--- config.mk ---
export PLATFORM = sky130hd
export DESIGN_NAME = alu_share_arbiter
export DESIGN_NICKNAME = d
export VERILOG_FILES = /design/src/rtl/alu_share_arbiter.sv
export SDC_FILE = /design/constraint.sdc
export NUM_CORES = 1
export LEC_CHECK = 0
export BUFFER_PORTS_ARGS = -buffer_cell sky130_fd_sc_hd__buf_2
export CORE_MARGIN = 1.5
export CORE_UTILIZATION = 47
export CTS_BUF_LIST = sky130_fd_sc_hd__clkbuf_2
export CTS_CLUSTER_DIAMETER = 60
export DETAILED_ROUTE_END_ITERATION = 8
export PLACE_DENSITY = 0.91
export SLEW_MARGIN = 20
export SYNTH_ARGS = -nofsm -noshare
export SYNTH_HDL_FRONTEND = slang
export SYNTH_SLANG_ARGS = --single-unit
--- constraint.sdc ---
create_clock -name clk -period 2.4 [get_ports clk]
set_input_delay 0.48 -clock clk [delete_from_list [all_inputs] [get_ports clk]]
set_output_delay 0.48 -clock clk [all_outputs]
set_load 0.01 [all_outputs]
--- src/rtl/alu_share_arbiter.sv ---
// Two-requester arbiter in front of one shared combinational ALU.
// One operation in flight: IDLE accepts, EXEC drives the ALU and captures, RESP holds the result.
module alu_share_arbiter #(
  parameter bit RR_EN = 1'b1
) (
  input  logic        clk,
  input  logic        rst_n,
  input  logic        req0_valid,
  output logic        req0_ready,
  input  logic [2:0]  req0_op,
  input  logic [31:0] req0_a,
  input  logic [31:0] req0_b,
  input  logic        req1_valid,
  output logic        req1_ready,
  input  logic [2:0]  req1_op,
  input  logic [31:0] req1_a,
  input  logic [31:0] req1_b,
  output logic [31:0] alu_a,
  output logic [31:0] alu_b,
  output logic [2:0]  alu_op,
  input  logic [31:0] alu_sum,
  input  logic        alu_zout,
  output logic        rsp_valid,
  input  logic        rsp_ready,
  output logic [31:0] rsp_data,
  output logic        rsp_zero,
  output logic        rsp_id,
  output logic        rsp_err
);

  localparam int unsigned DW  = 32;
  localparam int unsigned OPW = 3;

  typedef enum logic [1:0] {IDLE, EXEC, RESP} state_e;

  state_e           state_q, state_d;
  logic [OPW-1:0]   op_q;
  logic [DW-1:0]    a_q, b_q;
  logic             id_q;
  logic             last_grant_q;
  logic [DW-1:0]    rsp_data_q;
  logic             rsp_zero_q, rsp_id_q, rsp_err_q;
  logic             grant_c, hs_c, illegal_c;

  // Tie goes to the requester that was not served last (RR) or to requester 0.
  always_comb begin
    grant_c = 1'b0;
    if (req0_valid && req1_valid) begin
      grant_c = RR_EN ? ~last_grant_q : 1'b0;
    end else begin
      grant_c = req1_valid;
    end
  end

  assign hs_c      = req0_ready | req1_ready;
  assign illegal_c = (op_q == OPW'(3'b011)) || (op_q == OPW'(3'b101));

  always_ff @(posedge clk or negedge rst_n) begin
    if (!rst_n) state_q <= IDLE;
    else        state_q <= state_d;
  end

  always_comb begin
    state_d    = state_q;
    req0_ready = 1'b0;
    req1_ready = 1'b0;
    alu_a      = '0;
    alu_b      = '0;
    alu_op     = '0;
    unique case (state_q)
      IDLE: begin
        req0_ready = req0_valid && !grant_c;
        req1_ready = req1_valid &&  grant_c;
        if (req0_ready || req1_ready) state_d = EXEC;
      end
      EXEC: begin
        alu_a   = a_q;
        alu_b   = b_q;
        alu_op  = op_q;
        state_d = RESP;
      end
      RESP: begin
        if (rsp_ready) state_d = IDLE;
      end
      default: state_d = IDLE;
    endcase
  end

  // Request latch on handshake; result capture at the end of EXEC.
  always_ff @(posedge clk or negedge rst_n) begin
    if (!rst_n) begin
      op_q         <= '0;
      a_q          <= '0;
      b_q          <= '0;
      id_q         <= 1'b0;
      last_grant_q <= 1'b1;
      rsp_data_q   <= '0;
      rsp_zero_q   <= 1'b0;
      rsp_id_q     <= 1'b0;
      rsp_err_q    <= 1'b0;
    end else begin
      if (hs_c) begin
        op_q         <= grant_c ? req1_op : req0_op;
        a_q          <= grant_c ? req1_a  : req0_a;
        b_q          <= grant_c ? req1_b  : req0_b;
        id_q         <= grant_c;
        last_grant_q <= grant_c;
      end
      if (state_q == EXEC) begin
        rsp_id_q <= id_q;
        if (illegal_c) begin
          rsp_data_q <= '0;
          rsp_zero_q <= 1'b1;
          rsp_err_q  <= 1'b1;
        end else begin
          rsp_data_q <= alu_sum;
          rsp_zero_q <= alu_zout;
          rsp_err_q  <= 1'b0;
        end
      end
    end
  end

  assign rsp_valid = (state_q == RESP);
  assign rsp_data  = rsp_data_q;
  assign rsp_zero  = rsp_zero_q;
  assign rsp_id    = rsp_id_q;
  assign rsp_err   = rsp_err_q;

endmodule

After elaboration in Yosys (flattened, before gate mapping)
Index checks and enable logic that the tools add are counted.
{"block": "classes", "eq_ne": 6, "mux": 15, "n_reduce_logical": 8, "n_bitwise": 2}
{"operator": "$mux W32", "count": 5}
{"operator": "$mux W3", "count": 2}
{"operator": "$pmux W2 S3", "count": 1}
{"operator": "$mux W1", "count": 5}
{"operator": "$mux W2", "count": 2}
{"operator": "$eq A3 B2 Y1 const B", "count": 1}
{"operator": "$eq A3 B3 Y1 const B", "count": 1}
{"operator": "$logic_and A1 B1 Y1", "count": 3}
{"operator": "$eq A2 B1 Y1 const B", "count": 1}
{"operator": "$eq A2 B2 Y1 const B", "count": 1}
{"operator": "$logic_not A2 Y1", "count": 1}
{"operator": "$logic_or A1 B1 Y1", "count": 2}
{"operator": "$ne A2 B1 Y1 const B", "count": 1}
{"operator": "$ne A2 B2 Y1 const B", "count": 1}
{"operator": "$reduce_and A2 Y1", "count": 1}
{"operator": "$logic_not A1 Y1", "count": 1}
{"operator": "$not A1 Y1", "count": 1}
{"operator": "$or A1 B1 Y1", "count": 1}
{"block": "totals", "wordCells": 41, "out_inout_bits": 105, "reg_bits": 106, "inputBits": 172}

Logic depth before layout (Yosys ltp)
{"block": "depth", "ltp_word": 7, "ltp_mapped": 6, "depth_no_buf": 3}

Worst setup path after synthesis
Ideal clock, no wire load.
{"block": "synth_timing", "kind": "in2out", "from": "in req1_valid", "to": "out req1_ready", "arrival_ns": 1.357, "slack_ns": 0.563, "path_stages": 5, "n_path_buf": 3, "cell_sequence": "a21bo_1 -> buf_6 -> buf_6 -> buf_6 -> nor3_1"}
{"block": "synth_between", "elab_chain_cells": 4}
{"element": "start, declared", "line": "13", "text": "input logic req1_valid,"}
{"element": "$logic_and A1 B1 Y1", "line": "48", "text": "if (req0_valid && req1_valid) begin"}
{"element": "$mux W1", "line": "48"}
{"element": "$logic_and A1 B1 Y1 *", "line": "73", "text": "req1_ready = req1_valid && grant_c;"}
{"element": "$mux W1 *", "line": "70", "text": "unique case (state_q)"}
{"element": "end, declared", "line": "14", "text": "output logic req1_ready,"}
Mark *: on every way between the ends. The rest lies on a longest branch, timed or not.

Final worst setup path
{"block": "layout_timing", "from": "reg state_q[1]", "to": "out alu_b[15]"}
{"block": "layout_between", "elab_chain_cells": 2}
{"element": "start, declared", "line": "36", "text": "state_e state_q, state_d;"}
{"element": "start signal, assigned", "line": "60", "text": "else state_q <= state_d;"}
{"element": "$eq A2 B1 Y1", "line": "70"}
{"element": "$mux W32", "line": "70"}
{"element": "end, declared", "line": "19", "text": "output logic [31:0] alu_b,"}
Every way passes these cells.

==> summary.md <==
| Metric | Value |
|---|---|
| Status | `completed` |
| Vias in the first global route | `4028` |
| Layout cells sized above 1 | `66.1%` |
| Leakage | `3.61 nW` |
| Crit share post-route | `94.9%` |
| DP HPWL | `9420 µm` |
| WL/cell | `15.1 µm` |
| First-pass GRT wire length | `18600 µm` |
| Synthesized cell area | `0.00522 mm²` |
| Number of diodes | `0` |
| Final number of max-transition violations | `0` |
| GRT Total Usage | `20.5%` |
| WS Path Type | `reg2out` |
| Internal Dissipation | `5.00 mW` |
| Metal2 WL | `6430 µm` |
| Unrepaired setup endpoints after global routing | `true` |
| NetSw | `2.81 mW` |
| Die area | `0.0117 mm²` |
| Post-synthesis instance total | `394` |
| Crit path DAT | `1.80 ns` |
| Met3 wire length | `918 µm` |
| Vias per inst | `5.02` |
| Total clock sinks | `106` |
| DP Cell Count | `790` |
| Netlist cell types | `26` |
| Area delta synth->final | `32.4%` |
| Finished Cell Area | `0.00691 mm²` |
| Number of iterations in the first detailed-routing pass | `4` |
| Measured slew at the worst slew-check pin | `0.409 ns` |
| Initial antenna violation count | `0` |
| Sequential power share | `40.1%` |
| Fin. Hold Viols | `0` |
| CP Data Required Time | `1.92 ns` |
| 1st-iter DRT viols | `107` |
| Average cell area after synthesis | `13.2 µm²` |
| Total of warnings raised by yosys | `0` |
| Crit path time final | `2.28 ns` |
| CTS tree | `built` |
| Num rows | `38` |
| Port Buffer Count | `276` |
| Final setup vio count | `0` |
| Num CTS Buffers | `9` |
| Clock Tree Buf Depth | `2` |
| Net count after synthesis | `566` |
| Die H | `108 µm` |
| Post-DP Area | `0.00675 mm²` |
| Clock-pin slew on the worst setup and hold paths | `0.29 ns` |
| Root Buffer | `clkbuf_2` |
| H-tree Lvls | `3` |
| HP Class | `in2reg` |
| Antenna Nets Post-Route | `0` |
| Clk network pwr share | `10.5%` |
| Largest area contributor in the netlist | `dfrtp_1` |
| Grt total ovfl | `0` |
| I/O Pins | `277` |
| #FFs+latches synth | `106` |
| Crit path max fanout | `45` |
| Largest net degree at the start of global routing | `70` |
| Initial core utilization | `48.1%` |
| Nets | `837` |
| Horiz. Die Dim | `108 µm` |
| WL met1 | `4540 µm` |
| Max Fclk | `0.439 GHz` |
| Combinational share of power | `49.4%` |
| Largest cells by area after synthesis | `dfrtp_1, mux2_2, and2_1, a22o_1, mux2_4` |
| Max Used Layer | `met4` |
| Vias | `4063` |
| Switching share of total power | `36.0%` |
| Final Non-Filler Cells | `810` |
| Worst Setup Start Kind | `flop` |
| Peak supply drop | `1.14 mV` |
| Seq/Total Area, Yosys | `50.9%` |
| TNS Setup | `0 ns` |
| Worst-Skew Late Latency | `0.58 ns` |
| Core area | `0.0108 mm²` |
| Gp weighted congestion | `0.788` |
| Max-cap violations | `0` |
| Power Dens Cells | `1130 mW/mm²` |
| Filler instances | `815` |
| DRC viols | `0` |
| Post-synth top area share | `50.4%` |
| Clock Skew | `0.0424 ns` |
| Rel. slew slack | `72.8%` |
| Detailed Route WL | `12200 µm` |
| Worst Setup End Kind | `output pin` |
-- cells by family (layout without fill, tap and decap cells) --
kind of cell / Yosys count / in the layout / share of synthesized area [%]
xor gates and xnor gates: 1 / 1 / 0.168
DFF: 106 / 106 / 50.9
buffers and inverters: 33 / 309 / 3.29
AOI/OAI and AO/OA: 40 / 40 / 6.36
and+or+nand+nor: 80 / 80 / 9.21
muxes: 134 / 134 / 30.1
-- area by class of cell --
class | count | area [µm²] | share of cell area, %
well taps | 140 | 175 | 2.54
repair buffers | 290 | 1540 | 22.2
clock inverters | 6 | 65.1 | 0.942
flip-flops and latches | 106 | 2660 | 38.4
multi-input cells | 255 | 2410 | 35.0
clock buffers | 10 | 50.0 | 0.725
inverters | 3 | 11.3 | 0.163
-- metal layers --
layer	GRT usage [%]	up-vias
met5	0	-
met4	9.30	0
met3	4.46	32
met2	37.8	195
met1	22.5	1914
li1	-	1922
-- timing repair --
item / CTS / global route
hold buffers: 1 / 1
pin swaps: 0 / 0
hold endpoints to repair: 16 / 1
resized for setup: 1 / 1
buffers inserted: 2 / 0
endpoints found under the setup margin: 12 / 26
-- metrics by stage --
| step | hold WS [ns] | util, % | total power, mW | setup slack (ns) |
|---|---|---|---|---|
| global placement | 0.359 | 62.3 | 6.84 | 0.403 |
| global route | 0.0162 | 63.7 | 8.36 | -0.00626 |
| CTS | 0.0108 | 63.6 | 7.89 | 0.0467 |
| finish | 0.0748 | 63.7 | 7.80 | 0.123 |
| detailed placement | 0.359 | 62.3 | 7.07 | 0.337 |
| floorplan | 0.184 | - | 5.68 | 0.563 |
-- path summary, 6_finish.rpt --
kind                       depth (start not counted)                       end  slack, ns                      from
setup reg to reg                                   5       a_q[21]$_DFFE_PN0P_       0.40  last_grant_q$_DFFE_PN1P_
hold / removal                                     2  last_grant_q$_DFFE_PN1P_       0.07                req0_valid
setup / recovery                                   4                 alu_b[15]       0.12    state_q[1]$_DFFE_PN0P_
min in group asynchronous                          2       b_q[24]$_DFFE_PN0P_       0.28                     rst_n
hold reg to reg                                    2        rsp_id$_DFFE_PN0N_       0.50          id_q$_DFFE_PN0P_
max in group asynchronous                          3        b_q[6]$_DFFE_PN0P_       1.49                     rst_n
-- cells in the mapped netlist (all sizes together) --
library cell,count
dfstp,1
nand3,1
o21bai,1
a22o,32
nor2b,1
dfrtp,105
nand2,5
and2,67
nor2,2
and3,1
a31oi,1
a21oi,3
nand2b,2
nor3,1
xor2,1
buf,20
a21bo,1
mux2,134
o21a,1
clkbuf,10
o21ai,1
inv,3
-- flip-flops by register name, summed over array words and instances (netlist names) --
name	count
a_q	32
b_q	32
id_q	1
last_grant_q	1
op_q	3
rsp_data	32
rsp_err	1
rsp_id	1
rsp_zero	1
state_q	2
-- power by group through the flow --
stage / Sequential (mW) / Combinational (mW) / Clock, mW
finish: 3.13 / 3.86 / 0.817
global route: 3.25 / 4.18 / 0.930
CTS: 3.13 / 3.91 / 0.848
detailed placement: 3.16 / 3.91 / 0
global placement: 3.11 / 3.73 / 0
floorplan: 3.14 / 2.54 / 0
-- critical path: stages (launching register included) --
cell and delay, ns:
dfrtp_2 0.52, nor2b_4 0.13, buf_6 0.24, and2_1 0.18, buf_2 0.13
-- cells in the final DEF, fill, tap and decap left out, drive strengths merged --
| master | n |
|---|---|
| nand3 | 1 |
| dfrtp | 105 |
| inv | 5 |
| a22o | 32 |
| buf | 288 |
| o21bai | 1 |
| nor2 | 2 |
| and2 | 67 |
| clkbuf | 10 |
| mux2 | 134 |
| a31oi | 1 |
| dfstp | 1 |
| a21oi | 3 |
| nor2b | 1 |
| a21bo | 1 |
| nand2b | 2 |
| clkinv | 3 |
| o21a | 1 |
| and3 | 1 |
| nand2 | 5 |
| dlygate4sd3 | 2 |
| nor3 | 1 |
| bufinv | 1 |
| xor2 | 1 |
| o21ai | 1 |
Note: power is estimated with default switching activity, not from simulation.
